### src/rtl/inv_square_recip.sv
// inv_square_recip: x = 1/(y*y) for an IEEE-754 single y, using one shared 32x32 multiplier
// and a multicycle FSM (square, seed, ITER Newton-Raphson reciprocal passes, pack).
module inv_square_recip #(
    parameter int unsigned ITER   = 3,
    parameter logic [31:0] SEED_A = 32'hB4B4B4B4,
    parameter logic [31:0] SEED_B = 32'h78787878
) (
    input  logic        clk,
    input  logic        rst,
    input  logic [31:0] DataIn,
    input  logic        DataInValid,
    output logic        InReady,
    output logic [31:0] DataOut,
    output logic        DataOutValid,
    input  logic        DataOutReady
);

    typedef enum logic [2:0] {
        S_IDLE   = 3'd0,
        S_SQUARE = 3'd1,
        S_SEED   = 3'd2,
        S_MUL_T  = 3'd3,
        S_MUL_R  = 3'd4,
        S_PACK   = 3'd5,
        S_DONE   = 3'd6
    } state_e;

    typedef enum logic [1:0] {
        C_NORMAL = 2'd0,
        C_ZERO   = 2'd1,
        C_INF    = 2'd2,
        C_NAN    = 2'd3
    } class_e;

    localparam logic [31:0] TWO_Q30  = 32'h8000_0000;
    localparam logic [31:0] POS_INF  = 32'h7F80_0000;
    localparam logic [31:0] QNAN     = 32'h7FC0_0000;
    localparam logic [2:0]  LAST_IT  = 3'(ITER - 1);

    state_e             state_q;
    class_e             cls_q;
    logic [7:0]         exp_q;
    logic [22:0]        frac_q;
    logic [31:0]        ms_q;
    logic [31:0]        r_q;
    logic [31:0]        e_q;
    logic signed [9:0]  es_q;
    logic [2:0]         iter_q;
    logic [31:0]        dout_q;
    logic               dv_q;

    logic [31:0]        mul_a;
    logic [31:0]        mul_b;
    logic [63:0]        prod;
    class_e             cls_d;
    logic [31:0]        ms_d;
    logic signed [9:0]  es_d;
    logic [31:0]        seed_d;
    logic               k_d;
    logic signed [9:0]  eo_d;
    logic [22:0]        mant_d;
    logic [31:0]        result_d;
    logic               unused_bits;

    assign InReady      = (state_q == S_IDLE);
    assign DataOut      = dout_q;
    assign DataOutValid = dv_q;

    // NOTE: every signal assigned in an always_comb gets a default first, so no path can infer a latch.
    always_comb begin
        mul_a = 32'd0;
        mul_b = 32'd0;
        case (state_q)
            S_SQUARE: begin
                mul_a = {8'd0, 1'b1, frac_q};
                mul_b = {8'd0, 1'b1, frac_q};
            end
            S_SEED: begin
                mul_a = SEED_B;
                mul_b = ms_q;
            end
            S_MUL_T: begin
                mul_a = ms_q;
                mul_b = r_q;
            end
            S_MUL_R: begin
                mul_a = r_q;
                mul_b = e_q;
            end
            default: ;
        endcase
    end

    assign prod = 64'(mul_a) * 64'(mul_b);

    always_comb begin
        cls_d = C_NORMAL;
        if (DataIn[30:23] == 8'd0) begin
            cls_d = C_ZERO;
        end else if (DataIn[30:23] == 8'hFF) begin
            cls_d = (DataIn[22:0] == 23'd0) ? C_INF : C_NAN;
        end
    end

    // M*M is Q2.46 in [1,4); fold [2,4) down by one and keep the top Q2.30 bits.
    assign ms_d = prod[47] ? {1'b0, prod[47:17]} : prod[47:16];
    assign es_d = {1'b0, exp_q, 1'b0} - 10'd254 + {9'd0, prod[47]};

    // Linear seed evaluated on ms/2 in [0.5,1) and halved, so r0 approximates 1/ms in (0.5,1].
    assign seed_d = (SEED_A - {1'b0, prod[61:31]}) >> 1;

    always_comb begin
        k_d      = (frac_q != 23'd0);
        mant_d   = k_d ? r_q[28:6] : 23'd0;
        eo_d     = 10'sd127 - es_q - (k_d ? 10'sd1 : 10'sd0);
        result_d = 32'd0;
        case (cls_q)
            C_ZERO:  result_d = POS_INF;
            C_INF:   result_d = 32'd0;
            C_NAN:   result_d = QNAN;
            default: begin
                if (eo_d <= 10'sd0) begin
                    result_d = 32'd0;
                end else if (eo_d >= 10'sd255) begin
                    result_d = POS_INF;
                end else begin
                    result_d = {1'b0, eo_d[7:0], mant_d};
                end
            end
        endcase
    end

    // NOTE: state and datapath registers use non-blocking assignments so every read sees pre-edge values.
    always_ff @(posedge clk or negedge rst) begin
        if (!rst) begin
            state_q <= S_IDLE;
            cls_q   <= C_NORMAL;
            exp_q   <= 8'd0;
            frac_q  <= 23'd0;
            ms_q    <= 32'd0;
            r_q     <= 32'd0;
            e_q     <= 32'd0;
            es_q    <= 10'sd0;
            iter_q  <= 3'd0;
            dout_q  <= 32'd0;
            dv_q    <= 1'b0;
        end else begin
            case (state_q)
                S_IDLE: begin
                    if (DataInValid) begin
                        exp_q   <= DataIn[30:23];
                        frac_q  <= DataIn[22:0];
                        cls_q   <= cls_d;
                        iter_q  <= 3'd0;
                        state_q <= S_SQUARE;
                    end
                end
                S_SQUARE: begin
                    ms_q    <= ms_d;
                    es_q    <= es_d;
                    state_q <= S_SEED;
                end
                S_SEED: begin
                    r_q     <= seed_d;
                    state_q <= S_MUL_T;
                end
                S_MUL_T: begin
                    e_q     <= TWO_Q30 - prod[61:30];
                    state_q <= S_MUL_R;
                end
                S_MUL_R: begin
                    r_q     <= prod[61:30];
                    iter_q  <= iter_q + 3'd1;
                    state_q <= (iter_q == LAST_IT) ? S_PACK : S_MUL_T;
                end
                S_PACK: begin
                    dout_q  <= result_d;
                    dv_q    <= 1'b1;
                    state_q <= S_DONE;
                end
                S_DONE: begin
                    if (DataOutReady) begin
                        dv_q    <= 1'b0;
                        state_q <= S_IDLE;
                    end
                end
                default: state_q <= S_IDLE;
            endcase
        end
    end

    assign unused_bits = ^{DataIn[31], prod[63:62], prod[15:0]};

endmodule

### config.mk
export PLATFORM = sky130hd
export DESIGN_NAME = inv_square_recip
export DESIGN_NICKNAME = d
export VERILOG_FILES = /design/src/rtl/inv_square_recip.sv
export SDC_FILE = /design/constraint.sdc
export NUM_CORES = 2
export LEC_CHECK = 0
export CAP_MARGIN = 20
export CORE_MARGIN = 2
export CORE_UTILIZATION = 45
export DETAILED_ROUTE_END_ITERATION = 6
export GPL_ROUTABILITY_DRIVEN = 0
export PLACE_DENSITY = 0.64
export SLEW_MARGIN = 20
export SYNTH_ARGS = -nofsm -noshare
export SYNTH_HDL_FRONTEND = slang
export SYNTH_SLANG_ARGS = --single-unit
### constraint.sdc
create_clock -name clk -period 11.6 [get_ports clk]
set_input_delay 3.48 -clock clk [delete_from_list [all_inputs] [get_ports clk]]
set_output_delay 3.48 -clock clk [all_outputs]
set_load 0.01 [all_outputs]
Word level (Yosys, flattened, before mapping). Cells that the tools add are included.

Register bits: 178. Output and inout bits: 34. Logic and storage cells: 65.

Add/sub/neg operators: 7. Multipliers: 1. $lt $le $gt $ge: 2. Equal/unequal tests: 13. Mux-type cells: 20. Reductions and logical operators: 11.

Operators with widths (count): 32-bit one-hot mux with 4 select lines (2); 31-bit 2-to-1 mux (3); 31-bit one-hot mux with 3 select lines (1); 32-bit one-hot mux with 2 select lines (1); 32-bit by 32-bit multiplier with 62-bit output (1); 32-bit by 31-bit subtractor with 32-bit output, first input constant (1); 32-bit subtractor, first input constant (1); 23-bit logical NOT (1); 23-bit 2-to-1 mux (1); 23-bit nonzero test (1); 3-bit one-hot mux with 7 select lines (1); 3-bit 2-to-1 mux (4); 10-bit by 1-bit adder with 10-bit output (1); 10-bit by 9-bit >= comparator with 1-bit output, second input constant (1); 10-bit by 1-bit <= comparator with 1-bit output, second input constant (1); 10-bit by 2-bit subtractor with 10-bit output (1); 8-bit by 10-bit subtractor with 10-bit output, first input constant (1); 9-bit by 8-bit subtractor with 10-bit output, second input constant (1); 3-bit by 2-bit equality test with 1-bit output, second input constant (3); 3-bit equality test, second input constant (3); 8-bit equality test, second input constant (1); 8-bit logical NOT (1); 2-bit AND reduction (4); 3-bit one-hot mux with 2 select lines (1); other kinds (10) (17).

Depth between registers and ports, before layout.
Word-level depth: 7. Mapped depth: 43. Depth with buffers taken out: 38.

Worst setup path after synthesis. No wires, ideal clock.

Kind: reg-to-reg. From: register state_q[1]. To: register r_q[23]. Arrival time: 10960 ps. Required time: 11465 ps. Setup slack: 505 ps. Cell stages (with the launch flop): 42. Buffers on the path: 6. Clock period less this slack: 11095 ps. Cell sequence: dfrtp_1 > buf_6 > clkbuf_1 > nand2b_1 > clkbuf_1 > nor2_1 > clkbuf_1 > a22o_1 > a221oi_1 > clkbuf_1 > nor2_1 > fa_1 > inv_1 > fa_1 > fa_1 > fa_1 > inv_1 > fa_1 > [... 6 more ...] > clkbuf_1 > nand4_1 > nor3_1 > nand3_1 > o32a_1 > and4b_1 > nor3_1 > inv_1 > ha_1 > inv_1 > nand4b_1 > a2111oi_0 > o21ai_0 > a21oi_1 > o211ai_1 > a21boi_0 > xnor2_1 > o21ai_0.

Longest elaborated chain between the ends: 5. Elaborated cells on any way between the ends: 10.

Ends and longest elaborated chain: from (decl) (line 40) `state_e state_q;`; from (signal assigned) (line 174) `state_q <= (iter_q == LAST_IT) ? S_PACK : S_MUL_T;`; 3-bit equality test (tied with other cells) (line 73, 148); 32-bit one-hot mux with 4 select lines (line 73) `case (state_q)`; 32-bit by 32-bit multiplier with 62-bit output (line 94) `assign prod = 64'(mul_a) * 64'(mul_b);`; 32-bit by 31-bit subtractor with 32-bit output (line 110) `assign seed_d = (SEED_A - {1'b0, prod[61:31]}) >> 1;`; 32-bit one-hot mux with 2 select lines (line 148) `case (state_q)`; to (signal assigned) (line 172) `r_q <= prod[61:30];`; to (decl) (line 45) `logic [31:0] r_q;`.

Several ways; a longest one is shown, not always the timed one. A chain may end at the register's enable or synchronous reset.

Worst setup path after layout.
From: register state_q[0]. To: register r_q[29].

Same word-level chain as after synthesis.

==> results.json <==
{
  "status": "finished, violations left",
  "violations": "DRC",
  "dp_hpwl_um": 118200,
  "cp.required_ns": 11.89,
  "r2r-end": "r_q[29]$_DFFE_PN0P_",
  "drc": 1,
  "start_kind": "flop",
  "path_clk_slew_ns": 0.07,
  "synth_area_leaders": "fa_1 42%, dfrtp_1 10%, inv_1 7.9%, ha_1 7.5%, nand2_1 6.4%",
  "holdPathEnd": "e_q[27]$_DFFE_PN0N_",
  "synth.most_common_cell": "inv_1",
  "worst_pin_slew_ns": 1.031,
  "fin_nets": 6179,
  "synthFlopType": "dfrtp_1",
  "yosys_warnings": 0,
  "cts_tree": "done",
  "antenna_found_initial": 1,
  "hold_start": "e_q[27]$_DFFE_PN0N_",
  "max-cap-violations": 0,
  "grtUsageTotal": 0.3022,
  "fmax_ghz": 0.08848,
  "critPathMostFrequentCell": "fa_1",
  "design_area_um2": 46680,
  "core_area_um2": 94590,
  "skew_ns": 0.01674,
  "hold_buffers": 0,
  "ant_nets": 0,
  "grt_max_degree": 100,
  "grt_pass1_vias": 37160,
  "setup_viol": 0,
  "min_period_over_period": 0.9743,
  "max-clock-path-buffers": 2,
  "critical_path.max_fanout": 26,
  "cts.sinks": 176,
  "ios": 70,
  "cp-end-kind": "flop",
  "vias": 35800,
  "place_area_um2": 45940,
  "synth_edf_count": 0,
  "cp.arrival_ns": 11.59,
  "cts-buffers-inserted": 17,
  "insertedDiodeCount": 0,
  "yosys-top-cells-count": "900 x inv_1, 895 x fa_1, 730 x nand2_1",
  "clock_latency_ns": 0.45,
  "crit_type": "reg -> reg",
  "rrSetupSlack_ns": 0.30,
  "ff2ff_path_depth": 37,
  "drt_iter0_markers": 3452,
  "drv_slew": 0,
  "hold_class": "reg -> reg",
  "slowest_stage": "o21a_1",
  "dr.pass1.iters": 7,
  "vias_per_cell": 5.711,
  "yosys.area.top_type_share": 0.4189,
  "io_buffers": 67,
  "h-tree-depth": 4,
  "path_buf_inv": 8,
  "min_path_cells": 2,
  "die_h_um": 312.3,
  "num_rows": 113,
  "netlist_instances": 4955,
  "cts-root-buf": "clkbuf_16",
  "ys_types": 94,
  "synth_fp_nets": 6144,
  "start_util": 0.4522,
  "ys_async_sr_fraction": 1.000,
  "yosysSeqAreaShare": 0.1030,
  "yosys_register_bits": 176,
  "syn_area_um2": 42770,
  "layout_min_cycle_time_ns": 11.30,
  "die-area_um2": 97540,
  "syn_avg_cell_area_um2": 8.633,
  "wl_per_cell_um": 22.98,
  "layout-drive-gt1-share": 0.07356,
  "grt_pass1_wl_um": 223700,
  "worstReg2RegStart": "state_q[0]$_DFFE_PN0P_",
  "cp_top_family": "adder cells",
  "grt_setup_unrepaired": "no",
  "gr-total-overflow": 0,
  "yosysTopAreaCell": "fa_1",
  "die_w_um": 312.3,
  "syn_to_final_growth_pct": 9.132,
  "final_hold_viol_count": 0,
  "slowest_delay_ns": 0.67,
  "slew_headroom": 0.3078,
  "drt-total-wl_um": 144100
}
## layout make-up
cell class | instances | area, um2
Fill cell | 8995 | 47910
Inverter | 901 | 3382
Clock inverter | 13 | 188.9
Timing Repair Buffer | 288 | 2404
Multi-Input combinational cell | 3606 | 34260
Clock buffer | 19 | 452.9
Sequential cell | 176 | 4408
Tap cell | 1265 | 1583
## routing by layer
layer,vias up,wire [um],part of all wire,track usage
li1,15390,-,-,-
met1,18120,56900,0.40,0.4103
met2,1878,62770,0.44,0.4641
met3,412,14980,0.10,0.05554
met4,0,9393,0.065,0.1557
met5,-,0,0,0
## placed cells by master (no fill, tap or decap), types with 36 or more instances in the layout
| cell | n |
|---|---|
| inv_1 | 900 |
| clkdlybuf4s50_1 | 66 |
| o21a_1 | 45 |
| ha_1 | 258 |
| buf_4 | 214 |
| dfrtp_1 | 173 |
| xnor2_1 | 66 |
| xor2_1 | 36 |
| fa_1 | 895 |
| a21oi_1 | 122 |
| nor2_1 | 646 |
| nand2_1 | 727 |
| o21ai_0 | 184 |
| mux2i_1 | 53 |
## metrics by stage
step	util	setup WS, ns	std cells	setup TNS, ns	hold WS, ns
CTS	0.4927	0.09206	6268	0	0.4854
floorplan	-	0.5050	4955	0	0.4495
finish	0.4935	0.2978	6268	0	0.4838
global placement	0.4856	-0.02038	6235	-0.02038	0.4610
global route	0.4935	0.02612	6268	0	0.5156
detailed placement	0.4857	-0.1615	6235	-0.2827	0.4697
## timing repair
item                       4_1_cts  5_1_grt
setup endpoints to repair        7       19
cloned                           0        0
pin swaps                        1        0
resized for setup                6       18
buffers inserted                 1        0
## logic make-up (layout without fill, tap and decap cells)
group	after synthesis	count (layout)	synth area share
compound gates	656	656	0.1016
flops	176	176	0.1030
buf+inv	1173	1221	0.1037
mux	87	87	0.02135
fa+ha+maj	1153	1153	0.4943
other cells	1	1	0.00008767
xor+xnor	104	104	0.02129
simple gates	1605	1605	0.1547
## flip-flops by register name, summed over array words and instances, names as in the netlist
| name | count |
|---|---|
| iter_q | 3 |
| exp_q | 8 |
| DataOutValid | 1 |
| DataOut | 31 |
| es_q | 10 |
| r_q | 32 |
| cls_q | 2 |
| e_q | 32 |
| state_q | 3 |
| frac_q | 23 |
| ms_q | 31 |
## worst max-delay path by stage
stage	startpoint	to	slack, ns	depth (start not counted)
4_1_cts	state_q[0]$_DFFE_PN0P_	r_q[23]$_DFFE_PN0P_	0.09	37
6_report	state_q[0]$_DFFE_PN0P_	r_q[29]$_DFFE_PN0P_	0.30	37
5_1_grt	state_q[2]$_DFFE_PN0P_	r_q[26]$_DFFE_PN0P_	0.03	35
2_1_floorplan	state_q[1]$_DFFE_PN0P_	r_q[23]$_DFFE_PN0P_	0.51	41
3_5_place_dp	state_q[0]$_DFFE_PN0P_	r_q[23]$_DFFE_PN0P_	-0.16	37
3_3_place_gp	state_q[0]$_DFFE_PN0P_	r_q[23]$_DFFE_PN0P_	-0.02	37
## worst reg2reg max path, delay by kind of cell, from the launching register on
| kind | cells | cell delay (ns) |
|---|---|---|
| and+or+nand+nor | 8 | 1.56 |
| AOI/OAI and AO/OA | 9 | 2.82 |
| xor gates and xnor gates | 1 | 0.14 |
| muxes | 1 | 0.26 |
| DFF | 1 | 0.49 |
| adders and majority gates | 10 | 4.45 |
| buffers and inverters | 8 | 1.43 |
Power is left out: the tool's default activity adds up to more than one toggle a clock period on the data nets, which glitch-free logic cannot reach.
